<file path="src/rtl/pipelined_rca_adder.sv">
// Pipelined ripple-carry adder: WIDTH bits split into SEG-bit ripple segments, one segment per stage.
// Latency: STAGES = WIDTH/SEG cycles from accepted beat to out_valid; one beat per cycle.
// Backpressure: every register freezes while out_valid && !out_ready; in_ready drops combinationally.
//
// Ports: clk, rst_n (async active-low); A, B, C_in, in_valid -> in_ready (input handshake);
//        S, C_out, out_valid <- out_ready (output handshake); V (signed overflow) only when
//        RCA_OVERFLOW_EN is defined.
// Operand segment k is skewed by k cycles so it meets its carry from stage k-1; sum segment k
// is de-skewed by STAGES-1-k cycles so a whole result leaves in a single cycle.
module pipelined_rca_adder #(
    parameter int WIDTH = 16,
    parameter int SEG   = 4
) (
    input  logic             clk,
    input  logic             rst_n,
    input  logic [WIDTH-1:0] A,
    input  logic [WIDTH-1:0] B,
    input  logic             C_in,
    input  logic             in_valid,
    output logic             in_ready,
    output logic [WIDTH-1:0] S,
    output logic             C_out,
`ifdef RCA_OVERFLOW_EN
    output logic             V,
`endif
    output logic             out_valid,
    input  logic             out_ready
);

    localparam int SEG_SAFE = (SEG >= 1) ? SEG : 1;
    localparam bit CFG_OK   = (SEG >= 1) && (WIDTH >= SEG_SAFE) && ((WIDTH % SEG_SAFE) == 0);
    localparam int STAGES   = WIDTH / SEG_SAFE;

    if (!CFG_OK) begin : g_bad_cfg
        $error("pipelined_rca_adder: WIDTH must be a positive multiple of SEG, and SEG >= 1");
    end

    // Single shared enable: the pipeline moves only when the output slot is free or draining.
    logic advance;

    logic [STAGES-1:0] stg_cy;
    logic [STAGES-1:0] stg_vld;

    assign out_valid = stg_vld[STAGES-1];
    assign C_out     = stg_cy[STAGES-1];
    assign in_ready  = !(out_valid && !out_ready);
    assign advance   = in_ready;

    for (genvar k = 0; k < STAGES; k++) begin : g_stage
        localparam int DSK = STAGES - 1 - k;

        logic [SEG-1:0] a_op;
        logic [SEG-1:0] b_op;
        logic           cin;
        logic           vld_d;
        logic [SEG:0]   rc;
        logic [SEG-1:0] sum_d;
        logic           cy_d;
        logic [SEG-1:0] sum_q;
        logic           cy_q;
        logic           vld_q;

        if (k == 0) begin : g_first
            assign a_op  = A[SEG-1:0];
            assign b_op  = B[SEG-1:0];
            assign cin   = C_in;
            assign vld_d = in_valid;
        end else begin : g_skew
            // Segment k of the operands waits k cycles for its carry to be produced.
            logic [SEG-1:0] a_dly_q [k];
            logic [SEG-1:0] b_dly_q [k];

            always_ff @(posedge clk or negedge rst_n) begin
                if (!rst_n) begin
                    for (int j = 0; j < k; j++) begin
                        a_dly_q[j] <= '0;
                        b_dly_q[j] <= '0;
                    end
                end else if (advance) begin
                    a_dly_q[0] <= A[k*SEG +: SEG];
                    b_dly_q[0] <= B[k*SEG +: SEG];
                    for (int j = 1; j < k; j++) begin
                        a_dly_q[j] <= a_dly_q[j-1];
                        b_dly_q[j] <= b_dly_q[j-1];
                    end
                end
            end

            assign a_op  = a_dly_q[k-1];
            assign b_op  = b_dly_q[k-1];
            assign cin   = stg_cy[k-1];
            assign vld_d = stg_vld[k-1];
        end

        // Bit-serial ripple chain across this segment; rc[i] is the carry into bit i.
        always_comb begin
            rc    = '0;
            sum_d = '0;
            rc[0] = cin;
            for (int i = 0; i < SEG; i++) begin
                sum_d[i] = a_op[i] ^ b_op[i] ^ rc[i];
                rc[i+1]  = (a_op[i] & b_op[i]) | (rc[i] & (a_op[i] ^ b_op[i]));
            end
        end

        assign cy_d = rc[SEG];

        always_ff @(posedge clk or negedge rst_n) begin
            if (!rst_n) begin
                sum_q <= '0;
                cy_q  <= 1'b0;
                vld_q <= 1'b0;
            end else if (advance) begin
                sum_q <= sum_d;
                cy_q  <= cy_d;
                vld_q <= vld_d;
            end
        end

        assign stg_cy[k]  = cy_q;
        assign stg_vld[k] = vld_q;

        if (DSK == 0) begin : g_out_seg
            assign S[k*SEG +: SEG] = sum_q;
        end else begin : g_deskew
            // Early segments wait here until the top segment of the same beat is ready.
            logic [SEG-1:0] s_dly_q [DSK];

            always_ff @(posedge clk or negedge rst_n) begin
                if (!rst_n) begin
                    for (int j = 0; j < DSK; j++) begin
                        s_dly_q[j] <= '0;
                    end
                end else if (advance) begin
                    s_dly_q[0] <= sum_q;
                    for (int j = 1; j < DSK; j++) begin
                        s_dly_q[j] <= s_dly_q[j-1];
                    end
                end
            end

            assign S[k*SEG +: SEG] = s_dly_q[DSK-1];
        end

`ifdef RCA_OVERFLOW_EN
        if (k == STAGES - 1) begin : g_ovf
            // Signed overflow: carry into the MSB disagrees with carry out of the MSB.
            logic v_d;
            logic v_q;

            assign v_d = rc[SEG] ^ rc[SEG-1];

            always_ff @(posedge clk or negedge rst_n) begin
                if (!rst_n) begin
                    v_q <= 1'b0;
                end else if (advance) begin
                    v_q <= v_d;
                end
            end

            assign V = v_q;
        end
`endif
    end

endmodule

</file>
<file path="config.mk">
export PLATFORM = sky130hd
export DESIGN_NAME = pipelined_rca_adder
export DESIGN_NICKNAME = d
export VERILOG_FILES = /design/src/rtl/pipelined_rca_adder.sv
export SDC_FILE = /design/constraint.sdc
export NUM_CORES = 1
export LEC_CHECK = 0
export ABC_AREA = 1
export BUFFER_PORTS_ARGS = -buffer_cell sky130_fd_sc_hd__buf_2
export CAP_MARGIN = 20
export CORE_ASPECT_RATIO = 1.5
export CORE_MARGIN = 10
export CORE_UTILIZATION = 55
export CTS_BUF_LIST = sky130_fd_sc_hd__clkbuf_16
export DETAILED_ROUTE_END_ITERATION = 8
export PLACE_DENSITY = 0.84
export RECOVER_POWER = 50
export SLEW_MARGIN = 20
export SYNTH_ARGS = -nofsm -noshare
export SYNTH_HDL_FRONTEND = slang
export SYNTH_SLANG_ARGS = --single-unit
</file>
<file path="constraint.sdc">
create_clock -name clk -period 2.27 [get_ports clk]
set_input_delay 0.1135 -clock clk [delete_from_list [all_inputs] [get_ports clk]]
set_output_delay 0.1135 -clock clk [all_outputs]
set_load 0.05 [all_outputs]
</file>
# == Word-level counts from Yosys, hierarchy flattened ==
# Cells that the tools add are included.
# totals
output_inout_bits,19
register_bits,96
# op_classes
reduce_logical,3
bitwise_logic,80
# ops
op,count
AND 1 bit,32
XOR 1 bit,32
OR 1 bit,16
logical NOT 1 bit,2
logical AND 1 bit,1

# == Depth between registers and ports, before layout ==
# Gate-level depths: netlist of run 1.
# depth
word_depth,9
depth_mapped,10

# == Worst setup path after synthesis of run 1 ==
# Ideal clock, no wire load.
# synth_path
path_kind,reg2reg
start,reg g_stage[1].cy_q
end,reg g_stage[2].sum_q[3]
arrival_ps,1984
path_buffers,0
setup_time_ps,65
required_ps,2205
path_slack_ps,221
stages_incl_launch_ff,11
path_cell_list,dfrtp_1 fa_1 inv_1 fa_1 inv_1 fa_1 inv_1 fa_1 inv_1 nand2_1 nand2_1
# synth_via
elab_chain_len,7
# synth_lines
item,line_no,rtl
from (decl),60,logic cy_q;
from (signal assigned),115,cy_q <= cy_d;
AND 1 bit,102,rc[i+1] = (a_op[i] & b_op[i]) | (rc[i] & (a_op[i] ^ b_op[i]));
OR 1 bit,102,
AND 1 bit,102,
OR 1 bit,102,
AND 1 bit,102,
OR 1 bit,102,
XOR 1 bit,101,sum_d[i] = a_op[i] ^ b_op[i] ^ rc[i];
to (signal assigned),114,sum_q <= sum_d;
to (decl),59,logic [SEG-1:0] sum_q;
# Every way passes these cells.
# A chain may end at the register's enable or synchronous reset.

# == Worst setup path after layout of run 1 ==
# layout_path
start,reg g_stage[2].cy_q
end,reg g_stage[3].sum_q[3]
# layout_via
elab_chain_len,7
# layout_lines
item,line_no
from (decl),60
from (signal assigned),115
AND 1 bit,102
OR 1 bit,102
AND 1 bit,102
OR 1 bit,102
AND 1 bit,102
OR 1 bit,102
XOR 1 bit,101
to (signal assigned),114
to (decl),59
# Every way passes these cells.

==> results.json, run 1 <==
{
  "wl_met2_mm": 4.72,
  "clk_latency_ns": 0.34,
  "worst_pin_slew_ns": 1.08,
  "root_buffer": "clkbuf_16",
  "htree_levels": 3,
  "layout-drive-gt1-share_pct": 13.2,
  "crit_end": "g_stage[3].sum_q[3]$_DFFE_PN0N_",
  "drv_slew": 0,
  "cp-start-kind": "flip-flop",
  "vias_per_cell": 5.12,
  "highest_layer": "met4",
  "row_count": 39,
  "diodes": 0,
  "yosys_warnings": 0,
  "clkSinkCount": 96,
  "die_y_um": 129,
  "core_region_area_sq_um": 7660,
  "post-route-period-util_pct": 95.3,
  "power.leakage_nw": 2.76,
  "hp-class": "in2reg",
  "drc": 0,
  "grt_pass1_wl_mm": 16.1,
  "finalCriticalPeriod_ns": 2.16,
  "multi_input_area_sq_um": 1530,
  "ys_seq_area_share_pct": 55.3,
  "drt_first_pass_iters": 4,
  "track_usage_pct": 16.3,
  "final_cell_mix": "nand2_1 (191), dfrtp_1 (95), nand3_1 (95), buf_2 (40), inv_1 (38)",
  "syn2layout_area_growth_pct": 17.2,
  "antenna_left": 0,
  "final-hold-violation-count": 0,
  "cp-startpoint": "g_stage[2].cy_q$_DFFE_PN0N_",
  "worstReg2RegEnd": "g_stage[3].sum_q[3]$_DFFE_PN0N_",
  "layout_commonest_cell": "nand2_1",
  "syn_inst": 480,
  "worst_clock_skew_ns": 0.00479,
  "port_buffers": 55,
  "fmax_mhz": 462,
  "rr_startpoint": "g_stage[2].cy_q$_DFFE_PN0N_",
  "path_max_fanout": 2,
  "dp_hpwl_mm": 5.63,
  "io_pins": 56,
  "first_global_vias": 3485,
  "die_w_um": 92.5,
  "crit_arrival_ns": 2.44,
  "synth_nets": 533,
  "grt_max_degree": 96,
  "start_util_pct": 56.7,
  "synth.avg_cell_area_sq_um": 9.04,
  "fill_cells": 629,
  "drt_iter0_markers": 216,
  "finalInstanceArea_sq_um": 5090,
  "grt_overflow_total": 0,
  "dieArea_sq_um": 11900,
  "clk_pin_slew_ns": 0.06,
  "power_per_cell_area_nw_per_um2": 1400,
  "status": "complete, no violations",
  "finalPower_mw": 7.10,
  "r2r_slack_ns": 0.11,
  "worst_r2r_path_depth": 10,
  "vias": 3313,
  "yosys-top-cells-area": "dfrtp_1 (55%), nand2_1 (17%), nand3_1 (11%)",
  "nets": 593,
  "drt-total-wl_mm": 9.07,
  "crit_type": "reg2reg",
  "globalplace.congestion": 0.756,
  "drv_cap": 0,
  "netlist_area_sq_um": 4340,
  "synthDominantCellAreaShare_pct": 55.3,
  "clk_path_buf_depth": 2,
  "cts_tree": "built",
  "met1Wirelength_mm": 3.69,
  "dr_wl_met3_um": 519,
  "cp-end-kind": "flip-flop",
  "synth.distinct_cells": 11,
  "antenna_found_initial": 0,
  "peakVddDrop_mv": 0.757,
  "slew_headroom_pct": 28.1,
  "ys_ff_latch": 96,
  "seq_area_sq_um": 2400,
  "drt-wirelength-per-cell_um": 14.0,
  "cts_buffers": 9,
  "synth_area_leader_cell": "dfrtp_1",
  "rsz0062_at_grt": "true",
  "setup_tns_ns": 0,
  "placed_area_sq_um": 4570,
  "worstPathRequired_ns": 2.54,
  "setup_viol": 0
}
## per-stage QoR
step / std cells / util [%] / hold WS (ns) / worst slack, ns
3_5_place_dp: 605 / 59.6 / 0.154 / 0.0832
2_1_floorplan: 480 / - / -0.182 / 0.221
3_3_place_gp: 605 / 59.6 / 0.136 / 0.149
5_1_grt: 647 / 66.4 / 0.0326 / -0.00261
4_1_cts: 646 / 66.7 / 0.00795 / 0.0314
6_report: 647 / 66.4 / 0.0157 / 0.106
## where the power goes
| part | switching, mW | internal (mW) | total, mW | leakage (nW) |
|---|---|---|---|---|
| Combinational | 1.91 | 0.832 | 2.74 | 1.46 |
| Sequential | 0.430 | 2.45 | 2.88 | 1.17 |
| Clock | 0.627 | 0.842 | 1.47 | 0.134 |
| Total | 2.97 | 4.12 | 7.10 | 2.76 |
## worst max-delay path, stage by stage (launching register included)
cell and delay (ns):
dfrtp_1 0.40, inv_2 0.07, fa_2 0.19, inv_1 0.06, fa_2 0.35, fa_1 0.36
inv_1 0.07, fa_1 0.40, inv_1 0.06, nand2_1 0.05, nand2_1 0.09
## synthesized netlist by cell type
cell,n
dfrtp_1,96
nand2_4,1
clkbuf_1,3
buf_2,16
buf_6,4
inv_1,41
inv_2,1
nand2_1,191
nand3_1,95
buf_4,16
fa_1,16
## flip-flops by register name, summed over array words and instances, names as in the netlist
signal and cells:
g_stage.g_deskew.s_dly_q 16, g_stage.a_op 12, g_stage.sum_q 16, out_valid 1, g_stage.vld_q 3, g_stage.cy_q 3
g_stage.g_skew.a_dly_q 12, S 8, g_stage.b_op 12, C_out 1, g_stage.g_skew.b_dly_q 12
## worst min path at each step
stage	startpoint	endpoint	cells after the start
after detailed placement	rst_n	g_stage[3].g_skew.b_dly_q[10]$_DFFE_PN0N_	1
after CTS	A[10]	g_stage[2].g_skew.a_dly_q[6]$_DFFE_PN0N_	3
after global placement	rst_n	g_stage[3].g_skew.b_dly_q[10]$_DFFE_PN0N_	1
after floorplan	rst_n	C_out$_DFFE_PN0N_	0
final	A[10]	g_stage[2].g_skew.a_dly_q[6]$_DFFE_PN0N_	3
after global routing	A[10]	g_stage[2].g_skew.a_dly_q[6]$_DFFE_PN0N_	3
## area by class of cell
type,instances,share of cell area (%)
Sequential cell,96,47.3
Multi-Input combinational cell,303,30.2
Timing Repair Buffer,88,11.3
Clock buffer,9,4.43
Inverter,42,3.10
Tap cell,102,2.51
Clock inverter,7,1.25
## kinds of logic (layout without fill, tap and decap cells)
| group | Yosys count | in the layout | share of synthesized area, % |
|---|---|---|---|
| AND/OR/NAND/NOR | 287 | 287 | 27.7 |
| flip-flops | 96 | 96 | 55.3 |
| buffers and inverters | 81 | 146 | 9.54 |
| adder cells (fa/ha/maj) | 16 | 16 | 7.38 |
## routing by layer
metal,GRT usage [%],vias to the layer above
met5,0,-
met1,19.4,1632
li1,-,1596
met4,5.74,0
met2,27.6,72
met3,4.48,13
## repair_timing
action                                  in CTS  in global routing
endpoints found under the setup margin       0                  2
buffers inserted                             0                  1
hold buffers                                25                  0
gates resized for setup                      0                  8
hold endpoints to repair                    66                  0
No activity file was read; power rests on OpenSTA's default activity.
==> run 2: changes to the inputs <==
- CORE_UTILIZATION: 55 -> 35
- PLACE_DENSITY: 0.84 -> 0.61
==> run 2 against run 1 <==
  * The flow now finishes with violations (max-capacitance violations, max-slew violations)
  * Sequential power barely moved
  * Clock skew rose by 0.0025 ns
  * Non-clock buffer count did not move
  * Global-route usage fell by 5.5 points
  * First-iteration DRC count fell by 48%
  * Highest routed layer unchanged
==> results.json, run 2 (same netlist as run 1, synthesis figures left out) <==
{
  "place_ws_ns": 0.0769,
  "final_cell_mix": "nand2_1 (191), dfrtp_1 (95), nand3_1 (95), buf_2 (46), inv_1 (39)",
  "globalplace.congestion": 0.749,
  "peakVddDrop_mv": 0.893,
  "final_core_util_pct": 42.8,
  "post-route-period-util_pct": 94.5,
  "finalInstanceArea_sq_um": 5170,
  "drt_first_pass_iters": 4,
  "slew_headroom_pct": -9.83,
  "grt_pass1_wl_mm": 16.1,
  "dp_hpwl_mm": 5.62,
  "core_region_area_sq_um": 12100,
  "violations": "max-capacitance violations, max-slew violations",
  "drt-wirelength-per-cell_um": 12.9,
  "path_max_fanout": 2,
  "drt_iter0_markers": 113,
  "drc": 0,
  "grt_max_degree": 97,
  "met1Wirelength_mm": 3.98,
  "status": "finished, violations left",
  "port_buffers": 55,
  "antenna_left": 0,
  "timing.hold.ws_ns": 0.149,
  "clkSinkCount": 96,
  "share_comb_of_total_power_pct": 39.4,
  "drt-total-wl_mm": 9.00,
  "fin_cells": 698,
  "setup_tns_ns": 0,
  "nets": 593,
  "seq_area_sq_um": 2400,
  "cp-end-kind": "flip-flop",
  "cts_tree": "built",
  "highest_layer": "met4",
  "antenna_found_initial": 0,
  "wl_met2_mm": 4.63,
  "clk_latency_ns": 0.33,
  "syn2layout_area_growth_pct": 19.1,
  "dp_cells": 655,
  "top_regs": "g_stage.g_deskew.s_dly_q: 16 flops, g_stage.sum_q: 16 flops",
  "htree_levels": 3,
  "switchingPower_mw": 2.94,
  "die_w_um": 111,
  "dr_wl_met3_um": 336,
  "setup_ws_ns": 0.124,
  "cp-start-kind": "flip-flop",
  "first_global_vias": 3390,
  "worst_pin_slew_ns": 1.65,
  "worstPathRequired_ns": 2.54,
  "finalCriticalPeriod_ns": 2.15,
  "layout-drive-gt1-share_pct": 13.9,
  "vias": 3204,
  "layout_commonest_cell": "nand2_1",
  "die_y_um": 156,
  "swShare_pct": 42.0,
  "crit_arrival_ns": 2.41,
  "drv_cap": 1,
  "grt_overflow_total": 0,
  "power.leakage_nw": 2.78,
  "placed_area_sq_um": 4640,
  "final-hold-violation-count": 0,
  "clk_path_buf_depth": 2,
  "fill_cells": 1195,
  "hp-class": "in2reg",
  "clk_pin_slew_ns": 0.07,
  "clockPowerShare_pct": 19.8,
  "row_count": 49,
  "root_buffer": "clkbuf_16",
  "start_util_pct": 35.9,
  "multi_input_area_sq_um": 1530,
  "rsz0062_at_grt": "true",
  "vias_per_cell": 4.59,
  "cts_buffers": 9,
  "drv_slew": 29,
  "setup_viol": 0,
  "dieArea_sq_um": 17300,
  "crit_type": "reg2reg",
  "p_int_mw": 4.06,
  "finalPower_mw": 7.00,
  "power_per_cell_area_nw_per_um2": 1350,
  "worst_clock_skew_ns": 0.00727,
  "fmax_mhz": 466,
  "diodes": 0,
  "track_usage_pct": 10.8,
  "io_pins": 56,
  "p_seq_share_pct": 40.8
}
run 2: layout make-up:
type	count	share of cell area (%)
Clock inverter	7	0.944
Sequential cell	96	46.5
Multi-Input combinational cell	303	29.6
Inverter	42	3.05
Timing Repair Buffer	88	11.9
Clock buffer	9	4.36
Tap cell	153	3.70
run 2: path summary, 6_finish.rpt:
check                                                          start                                       end  slack [ns]  cells past startpoint
min in group asynchronous                                      rst_n           g_stage[0].sum_q[1]$_DFFE_PN0N_        0.74                      2
max                                      g_stage[0].cy_q$_DFFE_PN0N_           g_stage[1].sum_q[3]$_DFFE_PN0N_        0.12                     10
max in group asynchronous                                      rst_n                     out_valid$_DFFE_PN0N_        0.44                      3
min                                                             B[1]           g_stage[0].sum_q[1]$_DFFE_PN0N_        0.15                      4
min reg2reg                g_stage[3].g_skew.b_dly_q[11]$_DFFE_PN0N_  g_stage[3].g_skew.b_dly_q[7]$_DFFE_PN0N_        0.47                      2
max reg2reg                              g_stage[0].cy_q$_DFFE_PN0N_           g_stage[1].sum_q[3]$_DFFE_PN0N_        0.12                     10
run 2: per-layer routing:
| metal | vias up | global-route usage [%] |
|---|---|---|
| met1 | 1555 | 13.2 |
| met4 | 0 | 3.17 |
| met5 | - | 0 |
| met3 | 4 | 3.02 |
| li1 | 1586 | - |
| met2 | 59 | 18.1 |
run 2: power groups by stage:
stage                     Sequential [mW]  Clock [mW]  Combinational, mW
after floorplan                      3.10           0               2.01
after global placement               2.87           0               2.73
after detailed placement             2.90           0               2.79
after CTS                            2.86        1.42               2.84
after global routing                 2.96        1.51               3.19
final                                2.86        1.38               2.76
run 2: timing repair:
item	in CTS	in global routing
hold buffers	26	0
endpoints found under the hold margin	53	0
setup buffers	0	1
resized for setup	0	4
setup endpoints to repair	0	3
run 2: critical path, cell delays in order (launching register included):
cell and delay (ns):
dfrtp_1 0.38, inv_1 0.09, fa_1 0.18, inv_1 0.05, fa_2 0.34, fa_1 0.36
inv_1 0.08, fa_1 0.41, inv_1 0.06, nand2_1 0.05, nand2_1 0.08
==> run 3: changes to the inputs <==
- CORE_MARGIN: 10 -> 4
- CORE_UTILIZATION: 35 -> 50
- PLACE_DENSITY: 0.61 -> 0.79
==> run 3 against run 2 <==
  * The flow now finishes without violations
  * Clock power increased by 14%
  * Cell count down 6.4%
  * Die area shrank 41%
  * Combinational power is 3% lower
  * Clock skew fell by 0.0037 ns
  * Via count increased by 0.94%
  * Sequential power barely moved
  * Core utilization rose by 18 points
  * Setup slack better by 0.0014 ns
  * Total power is 1.5% higher
  * Largest power group unchanged
  * Highest routed layer unchanged
==> results.json, run 3 (same netlist as run 1, synthesis figures left out) <==
{
  "port_buffers": 55,
  "drt-total-wl_mm": 8.40,
  "fill_cells": 740,
  "drt_first_pass_iters": 4,
  "cts_buffers": 9,
  "clk_latency_ns": 0.34,
  "grt_max_degree": 97,
  "crit_arrival_ns": 2.42,
  "setup_viol": 0,
  "cp-start-kind": "flip-flop",
  "crit_end": "g_stage[3].sum_q[3]$_DFFE_PN0N_",
  "dp_hpwl_mm": 5.22,
  "post-route-period-util_pct": 94.5,
  "die_w_um": 84.1,
  "placed_area_sq_um": 4570,
  "layout-drive-gt1-share_pct": 11.9,
  "crit_type": "reg2reg",
  "antenna_found_initial": 0,
  "multi_input_area_sq_um": 1530,
  "peakVddDrop_mv": 0.671,
  "nets": 594,
  "vias": 3234,
  "worst-path-buf-inv": 4,
  "track_usage_pct": 17.6,
  "die_y_um": 122,
  "final_cell_mix": "nand2_1 (191), dfrtp_1 (95), nand3_1 (95), inv_1 (41), buf_2 (37)",
  "start_util_pct": 51.3,
  "worst_pin_slew_ns": 1.03,
  "crit_cells": 10,
  "layout_commonest_cell": "nand2_1",
  "slew_headroom_pct": 31.2,
  "path_cells": "inv_1 -> fa_1 -> inv_1 -> fa_1 -> fa_1 -> inv_1 -> fa_1 -> inv_1 -> nand2_1 -> nand2_1",
  "power.leakage_nw": 2.78,
  "r2r_slack_ns": 0.13,
  "cp-startpoint": "g_stage[3].a_op[0]$_DFFE_PN0N_",
  "cp-end-kind": "flip-flop",
  "grt_pass1_wl_mm": 14.5,
  "rr_startpoint": "g_stage[3].a_op[0]$_DFFE_PN0N_",
  "drc": 0,
  "htree_levels": 3,
  "core_region_area_sq_um": 8460,
  "drv_cap": 0,
  "cpPeakStageDelay_ns": 0.40,
  "hp-start": "B[1]",
  "antenna_left": 0,
  "worst_clock_skew_ns": 0.00355,
  "drv_slew": 0,
  "diodes": 0,
  "power_per_cell_area_nw_per_um2": 1390,
  "clkSinkCount": 96,
  "cts_tree": "built",
  "worstReg2RegEnd": "g_stage[3].sum_q[3]$_DFFE_PN0N_",
  "first_global_vias": 3388,
  "path_max_fanout": 2,
  "hp-class": "in2reg",
  "top_regs": "g_stage.g_deskew.s_dly_q: 16 flops, g_stage.sum_q: 16 flops",
  "final-hold-violation-count": 0,
  "slowest_stage": "fa_1",
  "clk_path_buf_depth": 2,
  "grt_overflow_total": 0,
  "drt-wirelength-per-cell_um": 12.9,
  "final_core_util_pct": 60.5,
  "fmax_mhz": 466,
  "root_buffer": "clkbuf_16",
  "finalCriticalPeriod_ns": 2.14,
  "vias_per_cell": 4.95,
  "drt_iter0_markers": 204,
  "row_count": 41,
  "worstPathRequired_ns": 2.54,
  "syn2layout_area_growth_pct": 17.9,
  "clk_pin_slew_ns": 0.06,
  "status": "complete, no violations",
  "setup_tns_ns": 0,
  "seq_area_sq_um": 2400,
  "dieArea_sq_um": 10300,
  "cp_top_family": "adder cells",
  "io_pins": 56,
  "globalplace.congestion": 0.761,
  "finalInstanceArea_sq_um": 5120,
  "worst_r2r_path_depth": 10
}
==> run 3: cell count changes in the layout (fill, tap and decap cells not counted), moves of 2 or more <==
cell	delta
buf_2	-9
clkbuf_1	+8
clkinvlp_4	-3
buf_12	-2
bufinv_16	+2
clkbuf_2	+2
inv_1	+2
inv_2	-2
==> run 3: per-layer routing <==
layer | track usage (%) | vias up | share of wire [%]
li1 | - | 1593 | -
met1 | 20.2 | 1559 | 41
met2 | 31.2 | 67 | 52
met3 | 4.60 | 15 | 4.5
met4 | 6.64 | 0 | 1.9
met5 | 0 | - | 0
==> run 3: how the worst min path moves through the flow <==
| stage | endpoint | slack [ns] | cells after the start |
|---|---|---|---|
| 6_report | g_stage[0].sum_q[1]$_DFFE_PN0N_ | 0.13 | 4 |
| 5_1_grt | g_stage[0].sum_q[1]$_DFFE_PN0N_ | 0.16 | 4 |
| 4_1_cts | g_stage[0].sum_q[1]$_DFFE_PN0N_ | 0.13 | 4 |
| 3_5_place_dp | g_stage[3].g_skew.b_dly_q[7]$_DFFE_PN0N_ | 0.14 | 1 |
| 3_3_place_gp | g_stage[3].g_skew.b_dly_q[11]$_DFFE_PN0N_ | 0.13 | 1 |
| 2_1_floorplan | C_out$_DFFE_PN0N_ | -0.18 | 0 |
==> run 3: final cells by class <==
cell class	instances	area share, %
clock buffer	9	4.40
clock inverter	7	1.69
inverter	42	3.08
multi-input combinational	303	29.8
sequential	96	47.0
tap	107	2.62
timing repair buffer	89	11.4
==> run 3: per-stage QoR <==
step | power [mW] | setup WS, ns | cells | hold WS, ns
6_report | 7.10 | 0.125 | 653 | 0.135
5_1_grt | 7.70 | -0.00000577 | 653 | 0.163
4_1_cts | 7.25 | 0.104 | 652 | 0.126
3_5_place_dp | 5.62 | 0.126 | 610 | 0.139
3_3_place_gp | 5.50 | 0.171 | 610 | 0.130
2_1_floorplan | 5.11 | 0.221 | 480 | -0.182
==> run 3: repair_timing <==
action                                  CTS  global route
buffers inserted                          0             1
endpoints found under the hold margin    65             0
resized for setup                         0             1
endpoints found under the setup margin    0             1
hold buffers                             26             0
==> run 3: worst min-delay path: stages <==
cell,delay [ns]
buf_2,0.09
fa_1,0.15
nand2_1,0.05
nand2_1,0.04
==> run 3: power by group <==
group	switching [mW]	internal [mW]
Combinational	1.87	0.804
Sequential	0.415	2.45
Clock	0.612	0.954
